`src/rtl/fetch_sequencer.sv`:
```
// Fetch/issue/update sequencer for the program counter, with a small return
// stack for call/return and sticky fault on stack overflow or underflow.
//
// state  | meaning
// -------+---------------------------------------------------------------
// FETCH  | instruction read pending at i_PC, waiting for i_memAck
// ISSUE  | o_IR valid for execute, waiting for i_exDone to decode flow op
// UPDATE | one-cycle PC increment or load pulse
// HALT   | idle; i_resume returns to FETCH unless a fault is latched
module fetch_sequencer #(
    parameter int ADDR_W      = 12,
    parameter int INSTR_W     = 16,
    parameter int STACK_DEPTH = 4
) (
    input  logic               i_clk,
    input  logic               i_rst_n,
    input  logic [ADDR_W-1:0]  i_PC,
    output logic               o_loadPC,
    output logic               o_incPC,
    output logic [ADDR_W-1:0]  o_PCVal,
    output logic               o_memReq,
    output logic [ADDR_W-1:0]  o_memAddr,
    input  logic               i_memAck,
    input  logic [INSTR_W-1:0] i_memData,
    output logic [INSTR_W-1:0] o_IR,
    output logic               o_irValid,
    input  logic               i_exDone,
    input  logic [1:0]         i_nextOp,
    input  logic [ADDR_W-1:0]  i_target,
    input  logic               i_halt,
    input  logic               i_resume,
    output logic               o_fault,
    output logic [1:0]         o_state
);

    localparam int SP_W  = $clog2(STACK_DEPTH + 1);
    localparam int IDX_W = (STACK_DEPTH > 1) ? $clog2(STACK_DEPTH) : 1;

    localparam logic [1:0] OP_SEQ  = 2'd0;
    localparam logic [1:0] OP_JUMP = 2'd1;
    localparam logic [1:0] OP_CALL = 2'd2;
    localparam logic [1:0] OP_RET  = 2'd3;

    typedef enum logic [1:0] {
        S_FETCH  = 2'd0,
        S_ISSUE  = 2'd1,
        S_UPDATE = 2'd2,
        S_HALT   = 2'd3
    } state_t;

    state_t               state_q, state_d;
    logic [INSTR_W-1:0]   ir_q, ir_d;
    logic                 ir_valid_q, ir_valid_d;
    logic                 fault_q, fault_d;
    logic [ADDR_W-1:0]    pcval_q, pcval_d;
    logic                 upd_load_q, upd_load_d;
    logic                 halt_pend_q, halt_pend_d;
    logic [SP_W-1:0]      sp_q, sp_d;

    logic [ADDR_W-1:0]    stack_q [STACK_DEPTH];
    logic                 push_en;
    logic [ADDR_W-1:0]    push_data;
    logic [IDX_W-1:0]     push_idx;
    logic [IDX_W-1:0]     pop_idx;
    logic [SP_W-1:0]      sp_m1;
    logic                 stack_full;
    logic                 stack_empty;

    assign stack_full  = (sp_q == SP_W'(STACK_DEPTH));
    assign stack_empty = (sp_q == '0);
    assign sp_m1       = sp_q - SP_W'(1);
    assign push_idx    = sp_q[IDX_W-1:0];
    assign pop_idx     = sp_m1[IDX_W-1:0];

    always_ff @(posedge i_clk or negedge i_rst_n) begin
        if (!i_rst_n) begin
            state_q     <= S_FETCH;
            ir_q        <= '0;
            ir_valid_q  <= 1'b0;
            fault_q     <= 1'b0;
            pcval_q     <= '0;
            upd_load_q  <= 1'b0;
            halt_pend_q <= 1'b0;
            sp_q        <= '0;
        end else begin
            state_q     <= state_d;
            ir_q        <= ir_d;
            ir_valid_q  <= ir_valid_d;
            fault_q     <= fault_d;
            pcval_q     <= pcval_d;
            upd_load_q  <= upd_load_d;
            halt_pend_q <= halt_pend_d;
            sp_q        <= sp_d;
        end
    end

    // Stack contents need no reset; only the pointer defines what is live.
    always_ff @(posedge i_clk) begin
        if (push_en) begin
            stack_q[push_idx] <= push_data;
        end
    end

    always_comb begin
        state_d     = state_q;
        ir_d        = ir_q;
        ir_valid_d  = ir_valid_q;
        fault_d     = fault_q;
        pcval_d     = pcval_q;
        upd_load_d  = upd_load_q;
        halt_pend_d = halt_pend_q;
        sp_d        = sp_q;
        push_en     = 1'b0;
        push_data   = i_PC + ADDR_W'(1);

        case (state_q)
            S_FETCH: begin
                if (i_memAck) begin
                    ir_d       = i_memData;
                    ir_valid_d = 1'b1;
                    state_d    = S_ISSUE;
                end
            end
            S_ISSUE: begin
                if (i_exDone) begin
                    ir_valid_d  = 1'b0;
                    halt_pend_d = i_halt;
                    state_d     = S_UPDATE;
                    case (i_nextOp)
                        OP_SEQ: begin
                            upd_load_d = 1'b0;
                        end
                        OP_JUMP: begin
                            upd_load_d = 1'b1;
                            pcval_d    = i_target;
                        end
                        OP_CALL: begin
                            if (stack_full) begin
                                fault_d = 1'b1;
                                state_d = S_HALT;
                            end else begin
                                push_en    = 1'b1;
                                sp_d       = sp_q + SP_W'(1);
                                upd_load_d = 1'b1;
                                pcval_d    = i_target;
                            end
                        end
                        default: begin
                            if (stack_empty) begin
                                fault_d = 1'b1;
                                state_d = S_HALT;
                            end else begin
                                sp_d       = sp_m1;
                                upd_load_d = 1'b1;
                                pcval_d    = stack_q[pop_idx];
                            end
                        end
                    endcase
                end
            end
            S_UPDATE: begin
                state_d = halt_pend_q ? S_HALT : S_FETCH;
            end
            default: begin
                // A latched fault pins the sequencer here until reset.
                if (i_resume && !fault_q) begin
                    state_d = S_FETCH;
                end
            end
        endcase
    end

    assign o_state   = state_q;
    assign o_memReq  = (state_q == S_FETCH);
    assign o_memAddr = i_PC;
    assign o_incPC   = (state_q == S_UPDATE) && !upd_load_q;
    assign o_loadPC  = (state_q == S_UPDATE) && upd_load_q;
    assign o_PCVal   = pcval_q;
    assign o_IR      = ir_q;
    assign o_irValid = ir_valid_q;
    assign o_fault   = fault_q;

endmodule

```
`config.mk`:
```
export PLATFORM = sky130hd
export DESIGN_NAME = fetch_sequencer
export DESIGN_NICKNAME = d
export VERILOG_FILES = /design/src/rtl/fetch_sequencer.sv
export SDC_FILE = /design/constraint.sdc
export NUM_CORES = 1
export LEC_CHECK = 0
export ABC_AREA = 1
export CAP_MARGIN = 15
export CORE_ASPECT_RATIO = 1.5
export CORE_MARGIN = 2
export CORE_UTILIZATION = 47
export CTS_BUF_LIST = sky130_fd_sc_hd__clkbuf_4 sky130_fd_sc_hd__clkbuf_8
export CTS_CLUSTER_SIZE = 24
export DETAILED_ROUTE_END_ITERATION = 12
export GPL_ROUTABILITY_DRIVEN = 0
export PLACE_DENSITY = 0.78
export SYNTH_ARGS = -nofsm -noshare
export SYNTH_HDL_FRONTEND = slang
export SYNTH_SLANG_ARGS = --single-unit
```
`constraint.sdc`:
```
create_clock -name i_clk -period 2.5 [get_ports i_clk]
set_input_delay 0.5 -clock i_clk [delete_from_list [all_inputs] [get_ports i_clk]]
set_output_delay 0.5 -clock i_clk [all_outputs]
set_load 0.005 [all_outputs]
```
==> results of run 1 <==
-- where the power goes --
group	switching, mW	internal (mW)
Clock	0.471	0.464
Sequential	0	1.49
Combinational	0.0841	0.106
Total	0.555	2.06
-- logic make-up after synthesis --
kind of cell / after synthesis / share of synthesized area, %
and+or+nand+nor: 260 / 26.3
DFF: 85 / 55.5
AOI/OAI and AO/OA: 9 / 1.09
adders and majority gates: 14 / 4.11
buffers and inverters: 106 / 11.0
xor gates and xnor gates: 10 / 2.05
-- registers in the layout, indices dropped and copies added (netlist names) --
name	cells
halt_pend_q	1
o_state	2
o_IR	16
stack_q	48
o_PCVal	12
o_fault	1
sp_q	3
upd_load_q	1
o_irValid	1
-- placed cells by master, fill, tap and decap left out --
| cell type | count |
|---|---|
| clkinv_1 | 2 |
| buf_4 | 9 |
| buf_2 | 1 |
| inv_6 | 1 |
| or2_2 | 12 |
| dfrtp_1 | 37 |
| nor3_1 | 5 |
| nor2_4 | 2 |
| clkinv_2 | 2 |
| nand2_1 | 164 |
| o21ai_0 | 4 |
| ha_1 | 14 |
| edfxtp_1 | 48 |
| inv_1 | 75 |
| clkinv_4 | 3 |
| nand2_2 | 1 |
| xor2_1 | 8 |
| nor2_1 | 12 |
| nor2_2 | 1 |
| bufinv_16 | 1 |
| clkdlybuf4s50_1 | 93 |
| a21oi_1 | 4 |
| nand4_1 | 3 |
| nand3_1 | 59 |
| a31oi_1 | 1 |
| clkbuf_8 | 9 |
| inv_2 | 4 |
| nand3_2 | 1 |
| xnor2_1 | 2 |
-- worst max-delay path, stage by stage (launching register included) --
cell             delay (ps)
dfrtp_1                 440
inv_1                   140
ha_1                    220
inv_1                    50
nor2_1                   80
clkdlybuf4s50_1         510
-- layer usage --
layer / global-route usage [%] / vias up / routed length, microns / part of all wire, %
li1: - / 1667 / - / -
met3: 4.93 / 8 / 692 / 8.1
met4: 11.4 / 0 / 93 / 1.1
met1: 18.3 / 1449 / 3170 / 37
met5: 0 / - / 0 / 0
met2: 32.4 / 134 / 4540 / 53
-- metrics by stage --
stage                     hold slack [ps]  setup slack [ps]  area, sq um  util (%)
after floorplan                       204               161         4270         -
after global placement                463               292         5240      59.4
after detailed placement              465               222         5240      59.4
after CTS                             234               187         5440      61.6
after global routing                  279               103         5440      61.6
final                                 219               214         5440      61.6
-- layout make-up --
cell class                      instances  area share, %
Timing Repair Buffer                  103           18.4
Clock buffer                            9           2.28
Clock inverter                          7           1.36
Sequential cell                        85           43.5
Multi-Input combinational cell        293           26.3
Inverter                               81           5.61
Tap cell                              110           2.53
-- worst paths after layout --
kind	startpoint	endpoint	slack, ps	cells after the start
setup / recovery	o_state[0]	o_incPC	210	5
hold / removal	i_rst_n	sp_q[1]	220	1
setup reg to reg	sp_q[1]	o_PCVal[10]	660	8
hold reg to reg	o_PCVal[11]	o_PCVal[11]	480	2
max in group asynchronous	i_rst_n	o_IR[0]	1760	1
min in group i_clk	o_PCVal[11]	o_PCVal[11]	480	2
==> flow_summary.yaml, run 1 <==
run_status:
  status: "complete, no violations"
finish:
  n_fill_cell: 765
  seq_area_sq_mm: 0.00237
  multiInputGateArea_sq_mm: 0.00143
  stdcell_count: 688
  finish.net_count: 635
  drive_gt1_share_pct: 8.13
  n_antenna_cell: 0
  syn2layout_area_growth_pct: 27.5
synthesis:
  synth_top_cells_by_count: "nand2_1, inv_1, nand3_1"
  synth_top_area_cell: "edfxtp_1"
  synth-seq-cells: 85
  synth_top_cell_area_share_pct: 33.8
  seq_total_area_yosys_pct: 55.5
  synth.cell_area_sq_mm: 0.00427
  yosys_warnings: 0
  synth_nets: 546
  synthMostInstantiatedCell: "nand2_1"
  synthTopCellsByArea: "edfxtp_1, dfrtp_1, nand2_1, nand3_1, inv_1"
  async_flop_share_pct: 43.5
  synth_edf_count: 48
  synth.avg_cell_area_sq_um: 8.81
  synthDistinctLibCells: 26
  postSynth.topFlopCell: "edfxtp_1"
  netlist_instances: 484
floorplanning:
  initial_core_util_pct: 48.3
  fp.dieArea_sq_mm: 0.00987
  rows: 42
  design.core.area_sq_mm: 0.00883
  die_ht_microns: 121
  chipWidth_microns: 81.8
  io-pin-count: 95
power_and_ir_drop:
  total_power_mw: 2.61
  ir_worst_vdd_mv: 0.386
  power-per-cell-area_mw_per_mm2: 480
  static-leakage-power_nw: 2.60
timing:
  slew_headroom_pct: 47.0
  clock.fmax_mhz: 437
  finalSetupTns_ps: 0
  setup_viol: 0
  hold_violations: 0
  maxSlewViolCount: 0
  post-route-period-util_pct: 91.4
  post-route-min-period_ps: 2290
  skew_ps: 10.3
  worst_pin_slew_ps: 796
  grt_setup_unrepaired: "false"
worst_setup_path:
  critical_path.startpoint_type: "flop"
  crit_type: "flop to primary output"
  worst-path-max-fanout: 5
  worstPathRequired_ps: 2000
  worstPathArrival_ps: 1790
  timing.critical_path.to_type: "primary output"
clock_network:
  cts_hold_buffers: 0
  cts_inserted_buffers: 9
  cts_setup_buffers: 0
  tritoncts_num_sinks: 85
  clock_insertion_delay_at_the_later_pin_of_the_skew_report_ps: 350
  post_cts.resized_instances: 0
  cts_root_buf: "clkbuf_8"
  cts_tree: "yes"
  clock_pin_slew_worst_setup_and_hold_paths_ps: 80
  h_tree_levels: 3
  cts-root-to-sink-buffers: 2
routing:
  tritonroute_pass_1_iters: 5
  routed-via-count: 3258
  drc: 0
  vias_per_cell: 4.74
  detail_route.iter0.violations: 220
  route.antenna.remaining_nets: 0
  wire_per_inst_microns: 12.3
  drt_wl_total_microns: 8490
global_routing:
  grt_antenna_before_repair: 0
  grt_overflow: 0
  groute.usage.overall_pct: 18.3
  global_route_wire_length_before_repair_microns: 13700
  maximum_number_of_pins_on_one_net_before_global_route_repair: 38
  grt_pass1_vias: 3260
placement:
  detailed_place_hpwl_microns: 6190
  placed_cells: 672
  port-buffer-count: 94
worst_hold_path:
  hold_path.class: "primary input to async pin"
job:
  cap_viol_max_count: 0
(Power assumes the default switching activity.)
==> inputs of run 2 (changes only) <==
ABC_AREA = default   (was 1)
PLACE_DENSITY = 0.79   (was 0.78)
==> run 2 against run 1 <==
Compared with the run above: global-route usage down 0.92 points; wire length down 9.4%; via count down 19%; clock skew down 0.88 ps; hold slack better by 5.6 ps; count of clock-buffer cells in the layout up 1; sequential power up 32%; die area down 3.6%; critical path depth down 1; final area down 2.7%; critical endpoint unchanged; highest routed layer unchanged.
==> flow_summary.yaml, run 2 <==
run_status:
  status: "complete, no violations"
global_routing:
  groute.usage.overall_pct: 17.4
  grt_overflow: 0
  grt_pass1_vias: 2660
  maximum_number_of_pins_on_one_net_before_global_route_repair: 38
  global_route_wire_length_before_repair_microns: 12600
  grt_antenna_before_repair: 0
timing:
  maxSlewViolCount: 0
  finalSetupTns_ps: 0
  post-route-period-util_pct: 90.7
  worst_pin_slew_ps: 803
  slew_headroom_pct: 46.5
  post-route-min-period_ps: 2270
  clock.fmax_mhz: 441
  setup_viol: 0
  hold_violations: 0
  skew_ps: 9.46
  worst_hold_slack_ps: 225
  grt_setup_unrepaired: "false"
clock_network:
  clock_pin_slew_worst_setup_and_hold_paths_ps: 90
  h_tree_levels: 3
  cts_root_buf: "clkbuf_8"
  cts_hold_buffers: 0
  cts_setup_buffers: 0
  cts-root-to-sink-buffers: 2
  post_cts.resized_instances: 0
  cts_inserted_buffers: 9
  cts_tree: "yes"
  tritoncts_num_sinks: 85
  clock_insertion_delay_at_the_later_pin_of_the_skew_report_ps: 350
routing:
  wire_per_inst_microns: 15.3
  routed-via-count: 2639
  route.antenna.remaining_nets: 0
  vias_per_cell: 5.25
  drc: 0
  drt_wl_total_microns: 7700
  tritonroute_pass_1_iters: 6
  detail_route.iter0.violations: 106
worst_setup_path:
  rr_endpoint: "stack_q[0][1]"
  worst-path-max-fanout: 5
  worstPathArrival_ps: 1770
  r2r_startpoint: "o_state[1]"
  timing.critical_path.to_type: "primary output"
  rr_worst_depth: 5
  worstPathRequired_ps: 2000
  crit_type: "flop to primary output"
  critPathLaunch: "o_state[0]"
  critical_path.startpoint_type: "flop"
  reg2reg_setup_slack_ps: 610
floorplanning:
  rows: 41
  fp.dieArea_sq_mm: 0.00952
  chipWidth_microns: 80.3
  initial_core_util_pct: 48.5
  die_ht_microns: 118
  design.core.area_sq_mm: 0.00846
  io-pin-count: 95
placement:
  detailed_place_hpwl_microns: 5660
  port-buffer-count: 94
  placed_cells: 487
power_and_ir_drop:
  ir_worst_vdd_mv: 0.411
  power-per-cell-area_mw_per_mm2: 937
  static-leakage-power_nw: 1.99
  total_switching_power_mw: 1.56
  p_int_mw: 3.40
  p_seq_share_pct: 39.7
  power.clock.fraction_pct: 16.9
  switching_share_pct: 31.5
  power_frac_comb_pct: 43.4
synthesis:
  synth.avg_cell_area_sq_um: 13.6
  synth_nets: 365
  yosys_warnings: 0
  postSynth.topFlopCell: "edfxtp_1"
  synthDistinctLibCells: 41
  synth.cell_area_sq_mm: 0.00411
  synth_top_area_cell: "edfxtp_1"
  netlist_instances: 303
  seq_total_area_yosys_pct: 57.6
  synth-seq-cells: 85
  synthTopCellsByArea: "edfxtp_1, dfrtp_1, mux2_2, ha_1, mux2i_1"
  synth_edf_count: 48
  async_flop_share_pct: 43.5
  synthMostInstantiatedCell: "edfxtp_1"
  synth_top_cells_by_count: "edfxtp_1, dfrtp_1, mux2_2"
  synth_top_cell_area_share_pct: 35.1
finish:
  leading_cell_types_in_the_layout_fill_and_taps_excluded: "clkdlybuf4s50_1, edfxtp_1, dfrtp_1"
  largest_reg_flops: 48
  n_antenna_cell: 0
  finish.net_count: 453
  stdcell_count: 503
  syn2layout_area_growth_pct: 28.9
  final_common_cell: "clkdlybuf4s50_1"
  drive_gt1_share_pct: 19.2
  registers.top_by_ff_count: "stack_q"
  final_core_utilization_pct: 62.5
  n_fill_cell: 682
job:
  cap_viol_max_count: 0
worst_hold_path:
  hold_path.class: "primary input to async pin"
run 2: worst max-delay path by stage:
stage / end / slack, ps / depth (start not counted)
after global placement: o_PCVal[0] / 190 / 7
after detailed placement: o_PCVal[2] / 140 / 9
after floorplan: stack_q[0][0] / 140 / 6
final: o_incPC / 230 / 4
after global routing: o_incPC / 150 / 4
after CTS: o_incPC / 180 / 4
run 2: cell families (layout without fill, tap and decap cells):
kind of cell             after synthesis  after routing  share of synthesized area (%)
AO/OA/AOI/OAI                         46             46                           8.99
buffers and inverters                 38            131                           5.85
multiplexers                          43             43                           12.0
XOR/XNOR                              11             11                           2.35
AND/OR/NAND/NOR                       66             66                           8.93
flip-flops                            85             85                           57.6
adder cells (fa/ha/maj)               14             14                           4.27
run 2: per-layer routing:
layer  up-vias  share of wire (%)  track usage (%)
met1      1256                 41             20.2
li1       1280                  -                -
met2        91                 52             29.8
met4         0                2.5             10.1
met3        12                5.0             2.44
met5         -                  0                0
run 2: cell type report:
type                       count  area, sq um  area share, %
timing repair buffer         104         1070           20.3
sequential                    85         2370           44.7
clock buffer                  10          131           2.48
clock inverter                 6         40.0          0.757
multi-input combinational    180         1510           28.4
inverter                      11         41.3          0.780
tap                          107          134           2.53
run 2: power by group through the flow:
stage	Sequential (mW)	Clock [mW]	Combinational, mW
4_1_cts	1.97	0.865	2.19
3_3_place_gp	1.99	0	2.14
5_1_grt	2.01	0.923	2.38
6_report	1.97	0.837	2.15
2_1_floorplan	2.01	0	1.29
3_5_place_dp	2.01	0	2.18
run 2: critical path, stage by stage, from the launching register on:
cell and delay [ps]:
dfrtp_1 430, inv_1 140, ha_1 210, nor2b_1 140
clkdlybuf4s50_1 500
run 2: through the flow:
stage	area, sq um	worst slack [ps]	power, mW
2_1_floorplan	4110	141	3.30
3_3_place_gp	5120	188	4.13
3_5_place_dp	5120	145	4.19
4_1_cts	5290	183	5.03
5_1_grt	5290	147	5.31
6_report	5290	233	4.96
==> inputs of run 3 (changes only) <==
GPL_TIMING_DRIVEN = 0   (was default)
==> run 3 against run 2 <==
Compared with the run above: critical path depth is 3 higher; final area is 3.5% higher; non-clock buffer count is 18 higher; sequential cell count stayed put; register-to-register slack worse by 450 ps; global-route usage is 0.61 points higher; worst setup slack worse by 91 ps; total power is 10% higher; wire length is 5.4% higher; sequential share of layout area is 1.5 points lower; clock power is 49% higher; clock skew is 2.6 ps lower; highest routed layer unchanged.
==> flow_summary.yaml, run 3 (synthesis gave the netlist of run 2 again) <==
run_status:
  status: "complete, no violations"
finish:
  drive_gt1_share_pct: 23.2
  syn2layout_area_growth_pct: 33.5
  finish.net_count: 471
  final_cell_area_sq_mm: 0.00548
  final_core_utilization_pct: 64.7
  leading_cell_types_in_the_layout_fill_and_taps_excluded: "clkdlybuf4s50_1, edfxtp_1, dfrtp_1"
  registers.top_by_ff_count: "stack_q"
  final_common_cell: "clkdlybuf4s50_1"
  largest_reg_flops: 48
  n_antenna_cell: 0
floorplanning:
  fp.dieArea_sq_mm: 0.00952
  chipWidth_microns: 80.3
  io-pin-count: 95
  initial_core_util_pct: 48.5
  die_ht_microns: 118
  rows: 41
  design.core.area_sq_mm: 0.00846
global_routing:
  grt_overflow: 0
  maximum_number_of_pins_on_one_net_before_global_route_repair: 38
  global_route_wire_length_before_repair_microns: 13000
  groute.usage.overall_pct: 18.0
  grt_antenna_before_repair: 0
  grt_pass1_vias: 2815
placement:
  dpl-instance-area_sq_mm: 0.00519
  detailed_place_hpwl_microns: 5980
  port-buffer-count: 94
routing:
  drt_wl_total_microns: 8110
  detail_route.iter0.violations: 124
  route.antenna.remaining_nets: 0
  tritonroute_pass_1_iters: 4
  routed-via-count: 2733
  wire_per_inst_microns: 15.6
  drc: 0
  vias_per_cell: 5.25
worst_setup_path:
  worstPathRequired_ps: 2770
  critical_path.startpoint_type: "primary input"
  crit_type: "primary input to flop"
  worstPathArrival_ps: 2630
  worst-path-max-fanout: 10
  timing.critical_path.to_type: "flop"
timing:
  maxSlewViolCount: 0
  clock.fmax_mhz: 424
  post-route-period-util_pct: 94.3
  worst_hold_slack_ps: 224
  setup_viol: 0
  worst_pin_slew_ps: 814
  post-route-min-period_ps: 2360
  skew_ps: 6.85
  slew_headroom_pct: 45.7
  hold_violations: 0
clock_network:
  clock_pin_slew_worst_setup_and_hold_paths_ps: 80
  tritoncts_num_sinks: 85
  cts-root-to-sink-buffers: 2
  cts_inserted_buffers: 9
  clock_insertion_delay_at_the_later_pin_of_the_skew_report_ps: 350
  cts_hold_buffers: 0
  cts_tree: "yes"
  cts_root_buf: "clkbuf_8"
  h_tree_levels: 3
worst_hold_path:
  hold_path.class: "primary input to async pin"
power_and_ir_drop:
  power-per-cell-area_mw_per_mm2: 999
  ir_worst_vdd_mv: 0.494
  static-leakage-power_nw: 2.12
job:
  cap_viol_max_count: 0
[run 3: final cells by class]
| type | instances | area [sq um] |
|---|---|---|
| multi-input cells | 180 | 1520 |
| inverters | 11 | 41.3 |
| flip-flops and latches | 85 | 2370 |
| clock buffers | 10 | 131 |
| repair buffers | 95 | 956 |
| clock inverters | 6 | 134 |
| fillers | 664 | 2980 |
| well taps | 107 | 134 |
| plain buffers | 27 | 199 |
[run 3: timing repair]
item | 4_1_cts | 5_1_grt
resized for setup | 3 | 0
hold endpoints to repair | 0 | 0
setup endpoints to repair | 48 | 12
pin swaps | 1 | 0
buffers inserted | 0 | 1
[run 3: through the flow]
step | std cells | power, mW | setup WS, ps | TNS (ps)
global placement | 504 | 4.19 | -606 | -16230
floorplan | 303 | 3.30 | 141 | 0
global route | 521 | 5.81 | -14.2 | -28.3
detailed placement | 504 | 4.26 | -277 | -12250
finish | 521 | 5.47 | 142 | 0
CTS | 520 | 5.52 | 38.2 | 0
[run 3: final timing paths]
check | slack [ps] | to | from | cells past startpoint
setup / recovery | 140 | o_PCVal[0] | i_nextOp[1] | 7
hold / removal | 220 | o_PCVal[1] | i_rst_n | 1
setup reg to reg | 160 | stack_q[2][0] | sp_q[0] | 8
hold reg to reg | 510 | o_IR[14] | o_IR[14] | 1
max in group asynchronous | 1750 | o_IR[8] | i_rst_n | 1
min in group i_clk | 510 | o_IR[14] | o_IR[14] | 1
[run 3: report_power, final]
group / internal [mW] / switching [mW] / leakage [nW]
clock: 0.778 / 0.476 / 0.134
combinational: 1.27 / 0.976 / 1.13
sequential: 1.80 / 0.174 / 0.856
total: 3.85 / 1.63 / 2.12
[run 3: per-layer routing]
metal / wire, microns / global-route usage [%] / vias to the layer above
li1: - / - / 1312
met5: 0 / 0 / -
met3: 404 / 2.75 / 14
met1: 3240 / 19.4 / 1314
met2: 4300 / 32.5 / 93
met4: 173 / 9.96 / 0
[run 3: worst max-delay path, cell delays in order]
cell             delay (ps)
clkdlybuf4s50_1         580
inv_1                    90
ha_1                    280
buf_2                   180
clkbuf_1                540
a221oi_1                260
a21oi_1                 210
